--- src/rtl/dct_4pt_pkg.sv ---
// dct_pkg: shared sample/coefficient types, transform constants and output saturation
package dct_pkg;
  typedef logic signed [7:0] sample_t;
  typedef logic signed [9:0] coef_t;
  localparam logic signed [19:0] C1 = 20'sd167;
  localparam logic signed [19:0] C3 = 20'sd69;
  localparam logic signed [19:0] K0 = 20'sd32;
  localparam logic signed [19:0] K1 = 20'sd42;
  localparam logic signed [19:0] K3 = 20'sd17;
  localparam logic signed [19:0] RND = 20'sd64;
  localparam int SH = 7;
  function automatic sample_t sat8(input logic signed [19:0] v);
    return v > 20'sd127 ? sample_t'(8'h7f) : v < -20'sd128 ? sample_t'(8'h80) : sample_t'(v);
  endfunction
endpackage

--- src/rtl/dct_4pt_if.sv ---
// dct_4pt_if: sample row in, forward coefficients and reconstructed row out
interface dct_4pt_if;
  import dct_pkg::*;
  logic    valid_i;
  sample_t dt_i [4];
  logic    dir_valid_o;
  coef_t   dt_dir_o [4];
  logic    inv_valid_o;
  sample_t dt_inv_o [4];
  modport master (output valid_i, dt_i, input dir_valid_o, dt_dir_o, inv_valid_o, dt_inv_o);
  modport slave (input valid_i, dt_i, output dir_valid_o, dt_dir_o, inv_valid_o, dt_inv_o);
endinterface

--- src/rtl/dct_4pt_inv.sv ---
// dct_4pt_inv: combinational 4-point inverse DCT butterfly with 8-bit saturation
module dct_4pt_inv
  import dct_pkg::*;
(
  input  coef_t   y [4],
  output sample_t x [4]
);
  logic signed [19:0] e, f, g, h;
  // even/odd recombination, rounded back to the sample scale and clipped
  always_comb begin
    e = 20'(y[0]) + 20'(y[2]);
    f = 20'(y[0]) - 20'(y[2]);
    g = K1 * 20'(y[1]) + K3 * 20'(y[3]);
    h = K3 * 20'(y[1]) - K1 * 20'(y[3]);
    x[0] = sat8((K0 * e + g + RND) >>> SH);
    x[1] = sat8((K0 * f + h + RND) >>> SH);
    x[2] = sat8((K0 * f - h + RND) >>> SH);
    x[3] = sat8((K0 * e - g + RND) >>> SH);
  end
endmodule

--- src/rtl/dct_4pt.sv ---
// dct_4pt: pipelined 4-point DCT-II with optional inverse round-trip stage (enabled by DCT_INV_EN)
module dct_4pt
  import dct_pkg::*;
(
  input logic       clk_i,
  input logic       rst_ni,
  dct_4pt_if.slave  bus
);
  logic signed [8:0] a, b, c, d;
  coef_t y [4];
  // forward butterfly; Y0/Y2 are exact, odd terms use Q7 rotation with rounding
  always_comb begin
    a = 9'(bus.dt_i[0]) + 9'(bus.dt_i[3]);
    b = 9'(bus.dt_i[1]) + 9'(bus.dt_i[2]);
    c = 9'(bus.dt_i[0]) - 9'(bus.dt_i[3]);
    d = 9'(bus.dt_i[1]) - 9'(bus.dt_i[2]);
    y[0] = 10'(a) + 10'(b);
    y[2] = 10'(a) - 10'(b);
    y[1] = coef_t'((C1 * 20'(c) + C3 * 20'(d) + RND) >>> SH);
    y[3] = coef_t'((C3 * 20'(c) - C1 * 20'(d) + RND) >>> SH);
  end
  // coefficient register: loads on valid rows, holds otherwise
  always_ff @(posedge clk_i or negedge rst_ni)
    if (!rst_ni) begin
      bus.dir_valid_o <= 1'b0;
      bus.dt_dir_o <= '{default: '0};
    end else begin
      bus.dir_valid_o <= bus.valid_i;
      if (bus.valid_i) bus.dt_dir_o <= y;
    end
`ifdef DCT_INV_EN
  sample_t xr [4];
  dct_4pt_inv u_inv (.y(bus.dt_dir_o), .x(xr));
  // reconstruction register: loads when fresh coefficients are present
  always_ff @(posedge clk_i or negedge rst_ni)
    if (!rst_ni) begin
      bus.inv_valid_o <= 1'b0;
      bus.dt_inv_o <= '{default: '0};
    end else begin
      bus.inv_valid_o <= bus.dir_valid_o;
      if (bus.dir_valid_o) bus.dt_inv_o <= xr;
    end
`else
  // inverse stage absent: reconstruction outputs are held at zero
  always_comb begin
    bus.inv_valid_o = 1'b0;
    for (int k = 0; k < 4; k++) bus.dt_inv_o[k] = '0;
  end
`endif
endmodule

--- src/flat_wrapper.sv ---
// flat-port wrapper written by rule: the top's interface ports become plain ports
module dct_4pt_flat import dct_pkg::*;
  (clk_i, rst_ni, bus_valid_i, bus_dt_i, bus_dir_valid_o, bus_dt_dir_o, bus_inv_valid_o, bus_dt_inv_o);
  dct_4pt_if bus_i ();
  input logic clk_i;
  input logic rst_ni;
  input wire logic [$bits(bus_i.valid_i)-1:0] bus_valid_i;
  input wire logic [$bits(bus_i.dt_i)-1:0] bus_dt_i;
  output wire logic [$bits(bus_i.dir_valid_o)-1:0] bus_dir_valid_o;
  output wire logic [$bits(bus_i.dt_dir_o)-1:0] bus_dt_dir_o;
  output wire logic [$bits(bus_i.inv_valid_o)-1:0] bus_inv_valid_o;
  output wire logic [$bits(bus_i.dt_inv_o)-1:0] bus_dt_inv_o;
  assign bus_i.valid_i = bus_valid_i;
  assign bus_i.dt_i = {>>{bus_dt_i}};
  assign bus_dir_valid_o = bus_i.dir_valid_o;
  assign bus_dt_dir_o = {>>{bus_i.dt_dir_o}};
  assign bus_inv_valid_o = bus_i.inv_valid_o;
  assign bus_dt_inv_o = {>>{bus_i.dt_inv_o}};
  dct_4pt u_core (.clk_i(clk_i), .rst_ni(rst_ni), .bus(bus_i));
endmodule
--- config.mk ---
export PLATFORM = sky130hd
export DESIGN_NAME = dct_4pt_flat
export DESIGN_NICKNAME = d
export VERILOG_FILES = /design/src/rtl/dct_4pt_pkg.sv /design/src/rtl/dct_4pt_if.sv /design/src/rtl/dct_4pt_inv.sv /design/src/rtl/dct_4pt.sv /design/src/flat_wrapper.sv
export SDC_FILE = /design/constraint.sdc
export NUM_CORES = 1
export LEC_CHECK = 0
export ABC_CLOCK_PERIOD_IN_PS = 1900
export BUFFER_PORTS_ARGS = -buffer_cell sky130_fd_sc_hd__buf_2
export CAP_MARGIN = 0
export CORE_MARGIN = 5
export CORE_UTILIZATION = 35
export CTS_CLUSTER_DIAMETER = 200
export DETAILED_ROUTE_END_ITERATION = 10
export SLEW_MARGIN = 20
export SYNTH_ARGS = -nofsm -noshare
export SYNTH_HDL_FRONTEND = slang
export SYNTH_HIERARCHICAL = 1
export SYNTH_SLANG_ARGS = --single-unit
export TNS_END_PERCENT = 5
--- constraint.sdc ---
create_clock -name clk_i -period 1.9 [get_ports clk_i]
set_input_delay 0.38 -clock clk_i [delete_from_list [all_inputs] [get_ports clk_i]]
set_output_delay 0.38 -clock clk_i [all_outputs]
set_load 0.02 [all_outputs]
==> impl_results.md <==
* Outcome: finished, violations left
* Failing checks: setup timing
* ANT nets after route at 0
* Residual DRC at 0
* Number of synthesized register bits at 40
* Synth warn at 6
* Die Y at 173 µm
* # H-tree levels at 2
* CTS tree: built
* Area leader, netlist: ha_1
* Synth Instances at 997
* Top Layer Used: met4
* Final HPWL DP at 19800 µm
* # rows at 59
* Crit path buffers/inverters at 5
* Via count at 7220
* EDFF count, synth at 0
* Reg2Reg Setup Slack at 1.04 ns
* Tmin final at 5.93 ns
* I/O Pins at 109
* CTS Sinks at 40
* Setup Viol. Count Final at 36
* Register area at 0.00100 mm²
* Initial antenna violation count at 0
* Initial drt markers at 188
* Largest net degree at the start of global routing at 24
* Proportion of layout cells with a drive suffix above 1 at 0.331
* Core Footprint at 0.0261 mm²
* Hold Vio Cnt, Final at 0
* Synth unique cells at 62
* Met1 WL at 10600 µm
* Synth top area cells: ha_1 (29%), fa_1 (22%), dfrtp_1 (11%), inv_1 (10%), xnor2_1 (4.8%)
* Fin Clk Skew at 0 ns
* DR WL/cell at 13.9 µm
* Critical path fanouts, max at 7
* CP Data Required Time at 2.08 ns
* Reg2Reg Capture Point: u_core/bus.dt_dir_o[29]
* Dpl ws at -4.43 ns
* Crit. Startpoint: bus_dt_i[24]
* Syn-to-layout area delta at 32.7%
* Slowest stage delay, CP at 0.59 ns
* Syn Area/Cell at 9.30 µm²
* Register area share after synthesis at 0.108
* Slew Viols, Final at 0
* Max cap viols at 0
* Crit path DAT at 6.11 ns
* Setup Crit Path Kind: in2reg
* Met3 Routed Length at 550 µm
* Vias in the first global route at 7389
* Crit. End Element: flip-flop
* Most common cell on crit path: fa_1
* Routed wl met2 at 10900 µm
* Total CTS buffers at 5
* R2r worst-path depth at 2
* IO buf count at 75
* Post-route setup slack at -4.03 ns
* Period utilization at 3.12
* Via-to-Cell Ratio at 4.47
* Ys async rst share at 1.00
* Total gr overflow at 0
* Root buf cell: clkbuf_16
* Gpl congestion at 0.851
* Clock slew at reported path FFs at 0.08 ns
* Initial core utilization at 0.356
* RSZ-0062 raised after global routing: yes
* Top-area cell type share of the netlist area at 0.286
* Most frequent cell after synthesis: inv_1
* Hold Path Class: in2async
* Layout fillers at 2460
* Final WL at 22400 µm
* RR Startpoint: u_core/bus.dt_dir_o[29]
* Gr usage total at 0.148
* First-pass DRT Iterations at 4
* Full die area at 0.0299 mm²
* Area of the multi-input gates at 0.00772 mm²
* CP startpoint kind: primary input
* Clk Latency, worst-skew pair at 0.31 ns
* Hold WS at 0.00502 ns
* Family with the most delay on the worst path: adder cells
* Cts hold-fix bufs at 0
* First-pass GRT wire length at 36500 µm
* Post-Syn Area at 0.00928 mm²
* CP max-delay cell: fa_1
* Maximum clock path buffer count at 2
* Synth cell count leaders: inv_1 (248), ha_1 (212), fa_1 (100)
* Primary FF master, synth: dfrtp_1
* F_max at 169 MHz
* Die Width at 173 µm
* Layout Nets at 1625
## area by class of cell
cell class / count / area share
Antenna cell: 1 / 0.000203
Clock buffer: 6 / 0.0113
Clock inverter: 2 / 0.00315
Inverter: 248 / 0.0769
Multi-Input combinational cell: 690 / 0.627
Sequential cell: 40 / 0.0813
Tap cell: 335 / 0.0340
Timing Repair Buffer: 293 / 0.166
## what timing repair did
| action | 4_1_cts | 5_1_grt |
|---|---|---|
| setup buffers | 7 | 1 |
| pin swaps | 32 | 5 |
| endpoints found under the setup margin | 38 | 38 |
| gates resized for setup | 54 | 9 |
## through the flow
| step | utilization | instances | area (µm²) | TNS, ns |
|---|---|---|---|---|
| finish | 0.473 | 1615 | 12300 | -85.69 |
| global route | 0.472 | 1614 | 12300 | -92.54 |
| CTS | 0.471 | 1613 | 12300 | -84.52 |
| detailed placement | 0.451 | 1598 | 11800 | -101.87 |
| global placement | 0.451 | 1598 | 11800 | -101.27 |
| floorplan | - | 1029 | 9710 | -83.97 |
## metal layers
layer  vias to the layer above  global-route usage
met2                        69               0.255
met5                         -                   0
met4                         0              0.0295
met3                        11              0.0153
li1                       3671                   -
met1                      3469               0.203
## kinds of logic after synthesis
group                      Yosys count  share of synthesized area
AOI/OAI and AO/OA                  139                      0.101
xor gates and xnor gates            67                     0.0633
adders and majority gates          312                      0.502
buffers and inverters              299                      0.136
DFF                                 40                      0.108
muxes                               22                     0.0263
other                                1                   0.000404
and+or+nand+nor                    117                     0.0635
## placed cells by master, fill, tap and decap left out, types with 4 or more instances in the layout
cell type / count
o21bai_1: 10
a211oi_1: 4
o21a_1: 7
o31ai_1: 4
xor2_1: 13
a21oi_1: 30
xnor2_2: 6
conb_1: 33
inv_2: 9
buf_4: 214
fa_2: 8
a21oi_2: 14
nor2b_1: 10
fa_1: 92
o21ai_1: 8
ha_1: 183
a21o_1: 12
buf_2: 74
nand2_1: 24
ha_2: 7
a31oi_1: 4
mux2_2: 18
buf_6: 4
or2_2: 4
o21ai_0: 14
nor2_1: 33
xnor2_1: 43
ha_4: 22
nand2b_1: 9
and3_1: 4
dfrtp_1: 40
clkbuf_16: 5
nor3_1: 10
inv_1: 238
## registers in the layout, summed over array words and instances, names as in the netlist
name	flops
u_core/bus.dt_dir_o	39
u_core/bus.dir_valid_o	1
## how the worst max path moves through the flow
stage | to | slack, ns | cells past startpoint
after floorplan | u_core/bus.dt_dir_o[28] | -4.04 | 24
after global placement | u_core/bus.dt_dir_o[28] | -4.40 | 25
after detailed placement | u_core/bus.dt_dir_o[28] | -4.43 | 25
after CTS | u_core/bus.dt_dir_o[28] | -3.98 | 25
after global routing | u_core/bus.dt_dir_o[28] | -4.27 | 25
final | u_core/bus.dt_dir_o[28] | -4.03 | 25
Power is left out: the tool's default activity adds up to more than one toggle a clock period on the data nets, which glitch-free logic cannot reach.
